==> src/rtl/sm_ctrl_pkg.sv <==
// ----------------------------------------------------------------------------
// sm_ctrl_pkg
// Shared definitions for the two-phase memory preparation sequencer:
//   - state_t     : sequencer FSM states
//   - wp_sel_t    : write-port source select (none / init / shuffle)
//   - ADDR_W_DEF  : default memory address width
//   - DATA_W_DEF  : default memory data width
//   - sel_for_state() : maps an FSM state to the write-port owner
// ----------------------------------------------------------------------------
package sm_ctrl_pkg;

  localparam int ADDR_W_DEF = 8;
  localparam int DATA_W_DEF = 8;

  typedef enum logic [2:0] {
    IDLE   = 3'd0,
    S_INIT = 3'd1,
    W_INIT = 3'd2,
    S_SHUF = 3'd3,
    W_SHUF = 3'd4,
    DONE   = 3'd5
  } state_t;

  typedef enum logic [1:0] {
    SEL_NONE = 2'd0,
    SEL_INIT = 2'd1,
    SEL_SHUF = 2'd2
  } wp_sel_t;

  // The engine that is being launched or waited on owns the memory port;
  // outside an active phase nobody does, so the port is parked at zero.
  function automatic wp_sel_t sel_for_state(input state_t st);
    case (st)
      S_INIT, W_INIT: sel_for_state = SEL_INIT;
      S_SHUF, W_SHUF: sel_for_state = SEL_SHUF;
      default:        sel_for_state = SEL_NONE;
    endcase
  endfunction

endpackage

==> src/rtl/write_port_mux.sv <==
// ----------------------------------------------------------------------------
// write_port_mux
// Three-way combinational selection of the single memory write port.
// Ports:
//   sel                  : 2-bit owner select (0 none, 1 init, 2 shuffle)
//   write_enable_init    : init engine write enable
//   address_init         : init engine address
//   write_data_init      : init engine data
//   write_enable_shuffle : shuffle engine write enable
//   address_shuffle      : shuffle engine address
//   write_data_shuffle   : shuffle engine data
//   write_enable_out     : muxed write enable
//   address_out          : muxed address
//   write_data_out       : muxed data
// ----------------------------------------------------------------------------
module write_port_mux
  import sm_ctrl_pkg::*;
#(
  parameter int ADDR_W = ADDR_W_DEF,
  parameter int DATA_W = DATA_W_DEF
) (
  input  logic [1:0]        sel,
  input  logic              write_enable_init,
  input  logic [ADDR_W-1:0] address_init,
  input  logic [DATA_W-1:0] write_data_init,
  input  logic              write_enable_shuffle,
  input  logic [ADDR_W-1:0] address_shuffle,
  input  logic [DATA_W-1:0] write_data_shuffle,
  output logic              write_enable_out,
  output logic [ADDR_W-1:0] address_out,
  output logic [DATA_W-1:0] write_data_out
);

  // The unused select encoding falls into the default branch, so a
  // corrupted select can never enable a write.
  always_comb begin
    write_enable_out = 1'b0;
    address_out      = '0;
    write_data_out   = '0;
    case (sel)
      SEL_INIT: begin
        write_enable_out = write_enable_init;
        address_out      = address_init;
        write_data_out   = write_data_init;
      end
      SEL_SHUF: begin
        write_enable_out = write_enable_shuffle;
        address_out      = address_shuffle;
        write_data_out   = write_data_shuffle;
      end
      default: begin
        write_enable_out = 1'b0;
        address_out      = '0;
        write_data_out   = '0;
      end
    endcase
  end

endmodule

==> src/rtl/state_machine_control.sv <==
// ----------------------------------------------------------------------------
// state_machine_control
// Sequencer for the two-phase memory preparation flow: launches the init
// engine, waits for it, launches the shuffle engine, waits for it, then
// reports completion. Owns the single memory write port.
// Ports:
//   clk            : rising-edge clock
//   reset          : asynchronous active-low reset
//   start          : level request to run init-then-shuffle
//   finish         : high while the sequence is complete
//   start_init     : one-cycle launch pulse to the init engine
//   finish_init    : init engine done (pulse or level)
//   start_shuffle  : one-cycle launch pulse to the shuffle engine
//   finish_shuffle : shuffle engine done (pulse or level)
//   write_enable_* / address_* / write_data_* : engine write ports in,
//                    muxed memory write port out
// ----------------------------------------------------------------------------
module state_machine_control
  import sm_ctrl_pkg::*;
#(
  parameter int ADDR_W = ADDR_W_DEF,
  parameter int DATA_W = DATA_W_DEF
) (
  input  logic              clk,
  input  logic              reset,
  input  logic              start,
  output logic              finish,
  output logic              start_init,
  input  logic              finish_init,
  output logic              start_shuffle,
  input  logic              finish_shuffle,
  input  logic              write_enable_init,
  input  logic              write_enable_shuffle,
  output logic              write_enable_out,
  input  logic [ADDR_W-1:0] address_init,
  input  logic [ADDR_W-1:0] address_shuffle,
  output logic [ADDR_W-1:0] address_out,
  input  logic [DATA_W-1:0] write_data_init,
  input  logic [DATA_W-1:0] write_data_shuffle,
  output logic [DATA_W-1:0] write_data_out
);

  state_t     state;
  state_t     state_next;
  logic [1:0] wp_sel;

  // State register. Reset is asynchronous so an aborted run drops the
  // write port immediately; the engines share this reset net.
  always_ff @(posedge clk or negedge reset) begin
    if (!reset) begin
      state <= IDLE;
    end else begin
      state <= state_next;
    end
  end

  // Done inputs are only looked at in their own wait state, so a done
  // level left over from a previous run cannot skip a launch.
  // DONE holds while start stays high: start is a level request and a
  // fresh run needs it to drop and rise again.
  always_comb begin
    state_next = state;
    case (state)
      IDLE:    if (start)          state_next = S_INIT;
      S_INIT:                      state_next = W_INIT;
      W_INIT:  if (finish_init)    state_next = S_SHUF;
      S_SHUF:                      state_next = W_SHUF;
      W_SHUF:  if (finish_shuffle) state_next = DONE;
      DONE:    if (!start)         state_next = IDLE;
      default:                     state_next = IDLE;
    endcase
  end

  // Moore outputs decoded straight from the registered state.
  always_comb begin
    start_init    = (state == S_INIT);
    start_shuffle = (state == S_SHUF);
    finish        = (state == DONE);
    wp_sel        = sel_for_state(state);
  end

  write_port_mux #(
    .ADDR_W (ADDR_W),
    .DATA_W (DATA_W)
  ) u_write_port_mux (
    .sel                  (wp_sel),
    .write_enable_init    (write_enable_init),
    .address_init         (address_init),
    .write_data_init      (write_data_init),
    .write_enable_shuffle (write_enable_shuffle),
    .address_shuffle      (address_shuffle),
    .write_data_shuffle   (write_data_shuffle),
    .write_enable_out     (write_enable_out),
    .address_out          (address_out),
    .write_data_out       (write_data_out)
  );

endmodule

==> config.mk <==
export PLATFORM = sky130hd
export DESIGN_NAME = state_machine_control
export DESIGN_NICKNAME = d
export VERILOG_FILES = /design/src/rtl/sm_ctrl_pkg.sv /design/src/rtl/write_port_mux.sv /design/src/rtl/state_machine_control.sv
export SDC_FILE = /design/constraint.sdc
export NUM_CORES = 1
export LEC_CHECK = 0
export CAP_MARGIN = 20
export CORE_MARGIN = 1
export CORE_UTILIZATION = 28
export DETAILED_ROUTE_END_ITERATION = 8
export HOLD_SLACK_MARGIN = 0.12
export MAX_ROUTING_LAYER = met4
export PLACE_DENSITY = 0.84
export SLEW_MARGIN = 25
export SYNTH_ARGS = -nofsm -noshare
export SYNTH_HDL_FRONTEND = slang
export SYNTH_SLANG_ARGS = --single-unit
==> constraint.sdc <==
create_clock -name clk -period 5.8 [get_ports clk]
set_input_delay 0.87 -clock clk [delete_from_list [all_inputs] [get_ports clk]]
set_output_delay 0.87 -clock clk [all_outputs]
set_load 0.005 [all_outputs]
Word-level counts from Yosys, hierarchy flattened:

Cells that the tools add are included.

* register bits: 3
* word-level logic and storage cells: 25
* input port bits: 39

* mux-type cells: 9
* eq/ne operators: 11
* reduce and logical (&&, ||, !) cells: 4

Operators by type and width (count)
* case mux 8 bit (2 select lines): 2
* case mux 3 bit (6 select lines): 1
* two-way mux 3 bit: 4
* != test 2 bit (second input constant): 4
* equality test 3 x 2 -> 1 bit (second input constant): 2
* equality test 3 bit (second input constant): 2
* case mux 2 bit (2 select lines): 1
* AND reduction 4 bit: 1
* OR reduction 2 bit: 2
* equality test 3 x 1 -> 1 bit (second input constant): 1
* logical NOT 3 bit: 1
* equality test 2 x 1 -> 1 bit (second input constant): 1
* equality test 2 bit (second input constant): 1
* case mux 1 bit (2 select lines): 1

Depth between registers and ports, before layout:

Gate-level depths: netlist of the first run.

* depth after elaboration: 5
* depth in mapped cells: 9

By module:

From an unflattened synthesis of the first run, not the netlist that was laid out.

* cells, all modules: 65
* area total of the unflattened synthesis: 541.8 um^2

By module, submodules not included
* write_port_mux: seq. area each 0.0 um^2, area an instance 342.8 um^2, instances 1, cells an instance 44
* state_machine_control: seq. area each 75.1 um^2, area an instance 198.9 um^2, instances 1, cells an instance 21

Worst setup path after synthesis of the first run:

OpenSTA, ideal clock, no wires.

* path kind: register -> output
* start: register state[0]
* end: output port address_out[1]
* data arrival time: 1.754 ns
* slack: 3.176 ns
* path buffers: 2
* stages on the path, launching flop included: 7
* cells stage by stage: dfrtp_1 -> and3b_1 -> or2_1 -> ha_1 -> clkbuf_1 -> clkbuf_1 -> nor2_1

* longest elaborated chain between the ends: 5

Ends and longest elaborated chain
* start, declared: line state_machine_control.sv:43 `state_t state;`
* start signal, assigned: line state_machine_control.sv:53 `state <= state_next;`
* equality test 3 x 2 -> 1 bit (*)
* via start_shuffle: line state_machine_control.sv:30 `output logic start_shuffle,`
* OR reduction 2 bit (*): line sm_ctrl_pkg.sv:33 `case (st)`
* case mux 2 bit (2 select lines) (*): line sm_ctrl_pkg.sv:33
* equality test 2 bit or equality test 2 x 1 -> 1 bit (tied branches): line write_port_mux.sv:40 `case (sel)`
* case mux 8 bit (2 select lines) (*): line write_port_mux.sv:40
* end, declared: line state_machine_control.sv:37 `output logic [ADDR_W-1:0] address_out,`

Mark *: on every way through the listed nets, which the timed path passes. The rest lies on a longest branch.

Worst setup path in the final report of the first run:

* start: register state[2]
* end: output port write_data_out[7]

* longest elaborated chain between the ends: 5

Ends and longest elaborated chain
* equality test 3 x 2 -> 1 bit (tied with other cells): line sm_ctrl_pkg.sv:33
* OR reduction 2 bit: line sm_ctrl_pkg.sv:33
* case mux 2 bit (2 select lines) (*): line sm_ctrl_pkg.sv:33
* equality test 2 bit or equality test 2 x 1 -> 1 bit (tied branches): line write_port_mux.sv:40
* case mux 8 bit (2 select lines) (*): line write_port_mux.sv:40
* end, declared: line state_machine_control.sv:40 `output logic [DATA_W-1:0] write_data_out`

Mark *: on every way between the ends. The rest lies on a longest branch, timed or not.

==> results.yml, run 1 <==
route:
  antenna_left: 0
  vias: 734
  wl_per_cell_um: 12.4
  wirelength_um: 1840
  routed_via_density: 4.96
  detail_route.drc_violations: 0
  drt_iter0_drc: 15
  dr.pass1.iters: 4
floorplan:
  initial_core_util: 0.314
  rows: 14
  die_area_um2: 1960
  fp.dieH_um: 44.3
  fp.dieW_um: 44.3
  io_pins: 59
  coreArea_um2: 1590
sta:
  finalClockSkew_ns: 0.00528
  fmax_ghz: 0.280
  rsz0062_at_grt: "no"
  fin_tns_setup_ns: 0
  fin_crit_ns: 3.58
  worstMarginPinSlew_ns: 0.604
  fin_hold_ws_ns: 0.660
  setup_viol: 0
  hold_viol_final: 0
  finalMaxSlewViolations: 0
  slew_headroom: 0.598
  period_share: 0.616
yosys:
  syn-num-nets: 111
  ys_seq_area_frac: 0.150
  synth_top_area_frac: 0.255
  ys_warn_count: 0
  syn_avg_cell_area_um2: 7.25
  netlist_instances: 69
  syn_area_um2: 500
  ys_types: 20
  synth-seq-cells: 3
  synth_area_leaders: "a22oi_1 26%, nor2_1 16%, dfrtp_1 15%"
  synth_top_area_cell: "a22oi_1"
finish:
  nFillCells: 133
  final_cells: 148
  final_common_cell: "clkdlybuf4s50_1"
  area_growth_pct: 119
  antenna_cells: 0
  largest_register: "state"
  largest_reg_flops: 3
  utilization: 0.689
  layout-drive-gt1-share: 0.0484
  layout_common_cells: "58 x clkdlybuf4s50_1, 21 x nor2_1, 17 x a22oi_1"
  top_regs: "state (3)"
  nNetsFinal: 167
clocking:
  cts_buffer_depth: 2
  clkLatencyLatePin_ns: 0.23
  tritoncts: "built"
  cts_resized: 0
  hold_buffers: 0
  htreeDepth: 1
  clk_pin_slew_worst_paths_ns: 0.04
  cts_buffers: 3
  root_buffer: "clkbuf_4"
  cts_sinks: 3
  post_cts_buffers: 0
min_path:
  worstHoldPathType: "flip-flop to flip-flop"
  hold_path_depth: 1
global_routing:
  antenna_found_initial: 0
  grt_pass1_vias: 690
  grt_max_degree: 18
  grt_pass1_wl_um: 2780
  grt.overflow.total: 0
  grt_usage: 0.193
critical_path:
  critical_path.startpoint_type: "flip-flop"
  end_kind: "primary output"
  ff2ff_path_depth: 7
  ff2ff_setup_slack_ns: 3.94
  cp.required_ns: 4.93
  path_max_fanout: 17
  critical_path_class: "flip-flop to primary output"
  arrival_ns: 2.71
job:
  cap_viol_max_count: 0
placed_design:
  placedCellCount: 144
  io_buffer_count: 58
  gp_congestion: 0.712
  hpwl_um: 1500
pwr:
  total_power_w: 0.000569
  irDropWorstVdd_uv: 335
  leakage_nw: 0.421
  pwr_density_cell_nw_per_um2: 518
run_status:
  outcome: "completed"
-- final cells by class --
| class | count | area, um^2 | share of cell area |
|---|---|---|---|
| repair buffers | 58 | 581 | 0.528 |
| inverters | 3 | 11.3 | 0.0103 |
| well taps | 24 | 30.0 | 0.0273 |
| flip-flops and latches | 3 | 75.1 | 0.0683 |
| multi-input cells | 56 | 375 | 0.342 |
| clock buffers | 4 | 26.3 | 0.0239 |
-- cells in the mapped netlist (all sizes together) --
cell type,n
nor2,21
a22oi,17
buf,5
dfrtp,3
ha,3
inv,3
a21oi,2
clkbuf,2
mux2i,2
nand2b,2
a211oi,1
a21o,1
and3b,1
and4b,1
maj3,1
nor3b,1
nor4b,1
o21bai,1
or2,1
-- metal layers --
| layer | GRT usage | share of wire |
|---|---|---|
| met1 | 0.225 | 0.40 |
| met2 | 0.341 | 0.57 |
| met3 | 0.0163 | 0.036 |
| met4 | 0.0727 | 0 |
| met5 | - | 0 |
-- worst max-delay path, cell delays in order, from the launching register on --
cell and delay (ns):
dfrtp_1 0.52, and3b_1 0.24, or2_1 0.25, inv_1 0.09, ha_1 0.54, a22oi_1 0.18, nor2_1 0.13, clkdlybuf4s50_1 0.52
-- worst paths after layout --
path / from / endpoint
worst max-delay path: state[2] / write_data_out[7]
worst min-delay path: state[2] / state[1]
worst max register to register: state[2] / state[0]
worst min register to register: state[2] / state[1]
max in group asynchronous: reset / state[1]
min in group asynchronous: reset / state[2]
-- stage by stage --
step | worst slack (ns) | area (um^2)
3_5_place_dp | 2.47 | 1070
4_1_cts | 2.22 | 1100
5_1_grt | 2.00 | 1100
2_1_floorplan | 3.18 | 500
6_report | 2.22 | 1100
3_3_place_gp | 2.54 | 1070
-- where the power goes --
group	switching, W	internal, W	total [W]
logic	0.000219	0.000260	0.000479
clock network	0.0000101	0.0000257	0.0000358
registers	0.0000230	0.0000317	0.0000547
total	0.000252	0.000317	0.000569
-- logic make-up (layout without fill, tap and decap cells) --
family / count (synthesis) / in the layout / synth area share
flops: 3 / 3 / 0.150
simple gates: 28 / 28 / 0.285
mux: 2 / 2 / 0.0400
buf+inv: 10 / 65 / 0.100
compound gates: 22 / 22 / 0.330
fa+ha+maj: 4 / 4 / 0.0950
Power figures use the tool's default switching activity.
==> inputs of run 2 (changes only) <==
- CORE_UTILIZATION: 28 -> 24
- PLACE_DENSITY: 0.84 -> 0.76
- clock period: 5.8 -> 3.02 ns (I/O delays scaled with it)
==> run 2 against run 1 <==
Net effect: clock skew grew 0.00097 ns; setup slack got worse by 2.1 ns; non-clock buffer count grew 2; sequential share of layout area hardly changed; largest power group unchanged.
==> results.yml, run 2 (synthesized netlist as in run 1, its figures left out) <==
run_status:
  outcome: "completed"
route:
  antenna_left: 0
  wirelength_um: 1860
  dr.pass1.iters: 4
  detail_route.drc_violations: 0
  vias: 724
  routed_via_density: 4.73
  wl_per_cell_um: 12.1
  drt_iter0_drc: 10
sta:
  worstMarginPinSlew_ns: 0.321
  fmax_ghz: 0.347
  setup_viol: 0
  fin_tns_setup_ns: 0
  slew_headroom: 0.786
  finalClockSkew_ns: 0.00625
  hold_viol_final: 0
  fin_crit_ns: 2.88
  rsz0062_at_grt: "no"
  period_share: 0.953
  finalMaxSlewViolations: 0
critical_path:
  critical_path_class: "flip-flop to primary output"
  reg2reg_from: "state[1]"
  crit_chain: "and3b_1 -> or2_1 -> inv_1 -> ha_2 -> buf_4 -> a22oi_1 -> nor2_1 -> clkdlybuf4s50_1"
  cp.required_ns: 2.57
  slowest_delay_ns: 0.52
  critical_path.startpoint_type: "flip-flop"
  r2r_end: "state[0]"
  end_kind: "primary output"
  ff2ff_path_depth: 7
  arrival_ns: 2.43
  ff2ff_setup_slack_ns: 1.16
  path_max_fanout: 8
  slowest_stage: "clkdlybuf4s50_1"
finish:
  largest_reg_flops: 3
  area_growth_pct: 125
  layout-drive-gt1-share: 0.0873
  final_common_cell: "clkdlybuf4s50_1"
  layout_common_cells: "58 x clkdlybuf4s50_1, 21 x nor2_1, 17 x a22oi_1, 3 x inv_1, 3 x clkbuf_4"
  top_regs: "state (3)"
  nNetsFinal: 169
  antenna_cells: 0
  largest_register: "state"
min_path:
  worstHoldPathType: "input pin to async pin"
global_routing:
  grt_pass1_vias: 631
  grt.overflow.total: 0
  grt_max_degree: 18
  grt_pass1_wl_um: 2570
  antenna_found_initial: 0
  grt_usage: 0.171
clocking:
  cts_buffers: 3
  cts_buffer_depth: 2
  clkLatencyLatePin_ns: 0.25
  hold_buffers: 0
  clk_pin_slew_worst_paths_ns: 0.04
  tritoncts: "built"
  htreeDepth: 1
  cts_sinks: 3
  root_buffer: "clkbuf_4"
  post_cts_buffers: 0
job:
  cap_viol_max_count: 0
floorplan:
  initial_core_util: 0.255
  fp.dieW_um: 47.7
  io_pins: 59
  die_area_um2: 2270
  coreArea_um2: 1960
  fp.dieH_um: 47.7
  rows: 16
placed_design:
  hpwl_um: 1470
  io_buffer_count: 58
  gp_congestion: 0.721
pwr:
  irDropWorstVdd_uv: 652
  leakage_nw: 0.427
  pwr_density_cell_nw_per_um2: 1020
  total_power_w: 0.00115
-- run 2: changes by cell type in the layout (fill, tap and decap cells not counted) --
cell,previous run,this run
dfrtp_1,3,2
dfrtp_2,0,1
ha_2,0,2
ha_1,3,1
buf_4,0,2
-- run 2: final cells by class --
cell class                 instances  area (um^2)
fill                             192          838
timing repair buffer              60          596
multi-input combinational         56          380
sequential                         3         76.3
tap                               27         33.8
clock buffer                       4         26.3
inverter                           3         11.3
-- run 2: report_power, final --
group          internal (W)  switching (W)  total (W)  leakage (nW)
registers         0.0000624      0.0000426   0.000105        0.0368
logic              0.000545       0.000426   0.000971         0.375
clock network     0.0000498      0.0000248  0.0000746        0.0150
-- run 2: worst max-delay path by stage --
stage,from,end,slack [ns],cells after the start
global placement,state[2],write_data_out[4],0.32,8
global route,state[0],address_out[7],0.04,8
finish,state[0],address_out[7],0.14,8
CTS,state[0],address_out[7],0.06,8
floorplan,state[0],address_out[1],0.81,6
detailed placement,state[2],address_out[7],0.23,8
-- run 2: layer usage --
layer  vias to the layer above  part of all wire  global-route usage
met3                         0             0.088              0.0340
met5                         -                 0                   -
li1                        361                 -                   -
met4                         0                 0               0.100
met1                       327              0.41               0.180
met2                        36              0.51               0.293
-- run 2: stage by stage --
stage                util  instances  instance area, um^2  setup WS [ns]  hold slack [ns]
finish              0.573        153                 1120          0.142            0.396
CTS                 0.571        153                 1120         0.0645            0.404
global route        0.573        153                 1120         0.0365            0.405
detailed placement  0.556        149                 1090          0.228            0.631
floorplan               -         69                  500          0.813            0.157
global placement    0.556        149                 1090          0.316            0.621
-- run 2: repair_timing --
| action | 4_1_cts | 5_1_grt |
|---|---|---|
| gates resized for setup | 2 | 1 |
| pin swaps | 0 | 0 |
| endpoints found under the setup margin | 14 | 8 |
-- run 2: worst max-delay path, delay by kind of cell (launching register included) --
kind / cells / cell delay [ns]
adders and majority gates: 1 / 0.25
AOI/OAI and AO/OA: 1 / 0.09
and+or+nand+nor: 3 / 0.62
buffers and inverters: 3 / 0.78
DFF: 1 / 0.44
==> inputs of run 3 (changes only) <==
- CORE_UTILIZATION: 24 -> 25
- SETUP_SLACK_MARGIN: not set -> 0.5
- SYNTH_HIERARCHICAL: not set -> 1
==> run 3 against run 2 <==
Net effect: power grew 19%; setup slack gained 0.50 ns; clock power shrank 6.2%; die area grew 3.7%; maximum frequency grew 21%; first-iteration DRC count grew 40%; core utilization grew 11 points; design area grew 21%; critical endpoint is now address_out[3]; highest routed layer is now met4.
==> results.yml, run 3 <==
critical_path:
  slowest_stage: "dfrtp_2"
  slowest_delay_ns: 0.45
  crit_chain: "inv_2 -> nand2_1 -> o21ai_2 -> inv_1 -> ha_4 -> buf_8 -> a22oi_1 -> nor2_1 -> dlygate4sd2_1"
  cp.required_ns: 2.57
  critical_path.startpoint_type: "flip-flop"
  timing.critical_path.buf_inv: 4
  path_max_fanout: 8
  critical_path_class: "flip-flop to primary output"
  cp_top_family: "buffers and inverters"
  ff2ff_setup_slack_ns: 1.78
  end_kind: "primary output"
  arrival_ns: 1.93
sta:
  period_share: 0.789
  setup_viol: 0
  worstMarginPinSlew_ns: 0.230
  fmax_ghz: 0.420
  rsz0062_at_grt: "no"
  fin_crit_ns: 2.38
  hold_viol_final: 0
  slew_headroom: 0.845
  finalClockSkew_ns: 0.00325
  finalMaxSlewViolations: 0
  fin_tns_setup_ns: 0
  fin_hold_ws_ns: 0.407
route:
  wl_per_cell_um: 14.3
  drt_iter0_drc: 14
  antenna_left: 0
  detail_route.drc_violations: 0
  wirelength_um: 2350
  dr.pass1.iters: 4
  vias: 769
  routed_via_density: 4.69
clocking:
  root_buffer: "clkbuf_4"
  clkLatencyLatePin_ns: 0.23
  htreeDepth: 1
  cts_buffer_depth: 2
  cts_sinks: 3
  hold_buffers: 0
  cts_buffers: 3
  clk_pin_slew_worst_paths_ns: 0.04
  tritoncts: "built"
finish:
  layout-drive-gt1-share: 0.299
  utilization: 0.681
  antenna_cells: 0
  layout_common_cells: "41 x clkdlybuf4s50_1, 18 x nor2_1, 16 x dlymetal6s2s_1, 14 x buf_4, 11 x a22oi_2"
  top_regs: "state (3)"
  area_growth_pct: 152
  largest_register: "state"
  nNetsFinal: 179
  largest_reg_flops: 3
  final_common_cell: "clkdlybuf4s50_1"
floorplan:
  die_area_um2: 2360
  fp.dieW_um: 48.6
  coreArea_um2: 2000
  initial_core_util: 0.271
  io_pins: 59
  rows: 16
  fp.dieH_um: 48.6
yosys:
  ys.flop_type: "dfrtp_1"
  netlist_instances: 65
  synth_common_cells: "19 x nor2_1, 11 x a22oi_2, 6 x a22oi_1"
  syn-num-nets: 106
  syn_avg_cell_area_um2: 8.33
  syn_area_um2: 542
  synthArstFlopShare: 1.00
  synth_top_area_frac: 0.254
  synth_top_area_cell: "a22oi_2"
  ys_types: 21
  ys_seq_area_frac: 0.139
  synth-seq-cells: 3
  synth_area_leaders: "a22oi_2 25%, dfrtp_1 14%, nor2_1 13%"
  synthMostInstantiatedCell: "nor2_1"
  ys_warn_count: 6
  synth-edff-count: 0
placed_design:
  hpwl_um: 1380
  gp_congestion: 0.692
  io_buffer_count: 58
global_routing:
  antenna_found_initial: 0
  grt_usage: 0.169
  grt.overflow.total: 0
  grt_pass1_wl_um: 3010
  grt_pass1_vias: 667
  grt_max_degree: 18
pwr:
  pwr_density_cell_nw_per_um2: 1000
  leakage_nw: 0.787
  irDropWorstVdd_uv: 710
job:
  cap_viol_max_count: 0
min_path:
  worstHoldPathType: "input pin to async pin"
run_status:
  outcome: "completed"
run 3: cell types whose count changed after synthesis, moves of 2 or more:
cell and change:
a21oi_1 -2, buf_6 +4, a22oi_2 +11, clkbuf_1 -2, a22oi_1 -11, nand2b_1 -2
nor2_1 -2, buf_2 -2
run 3: layout make-up:
type | count | area (um^2)
clock buffer | 4 | 26.3
inverter | 4 | 15.0
fill | 154 | 639
timing repair buffer | 76 | 805
sequential | 3 | 78.8
tap | 27 | 33.8
multi-input combinational | 50 | 404
run 3: power by group:
group,switching (W),leakage (nW),total (W),internal (W)
clock,0.0000205,0.0150,0.0000700,0.0000495
combinational,0.000495,0.737,0.00121,0.000712
sequential,0.0000305,0.0343,0.0000918,0.0000613
run 3: worst register-to-register path, stage by stage (launching register included):
cell	delay, ns
dfrtp_2	0.43
buf_4	0.16
buf_4	0.14
nor4bb_1	0.27
a41oi_1	0.07
o31ai_1	0.08
run 3: final timing paths:
kind | from | to | depth (start not counted)
setup / recovery | state[1] | address_out[3] | 9
hold / removal | reset | state[2] | 1
setup reg to reg | state[0] | state[0] | 5
hold reg to reg | state[0] | state[0] | 1
max in group asynchronous | reset | state[0] | 1
min in group clk | state[0] | state[0] | 1
run 3: routing by layer:
metal	track usage	vias up	wire length (um)
li1	-	381	-
met4	0.0735	0	11
met1	0.184	345	947
met2	0.289	41	1210
met3	0.0472	2	178
met5	-	-	0
run 3: kinds of logic (layout without fill, tap and decap cells):
group           Yosys count  after routing  share of synthesized area
compound gates           21             21                      0.386
xor+xnor                  1              1                     0.0162
flops                     3              3                      0.139
simple gates             25             25                      0.208
buf+inv                  12             84                      0.187
mux                       1              1                     0.0185
fa+ha+maj                 2              2                     0.0462
run 3: timing repair:
action / 4_1_cts / 5_1_grt
endpoints found under the setup margin: 17 / 17
resized for setup: 15 / 19
buffers inserted: 5 / 11
pin swaps: 1 / 3
cloned: 0 / 1
run 3: stage by stage:
stage / worst slack [ns] / std cells / total power [W] / area [um^2]
CTS: 0.482 / 152 / 0.00118 / 1190
finish: 0.638 / 164 / 0.00137 / 1360
global route: 0.503 / 164 / 0.00146 / 1360
detailed placement: 0.235 / 143 / 0.000938 / 1080
floorplan: 1.08 / 65 / 0.000665 / 542
global placement: 0.318 / 143 / 0.000927 / 1080
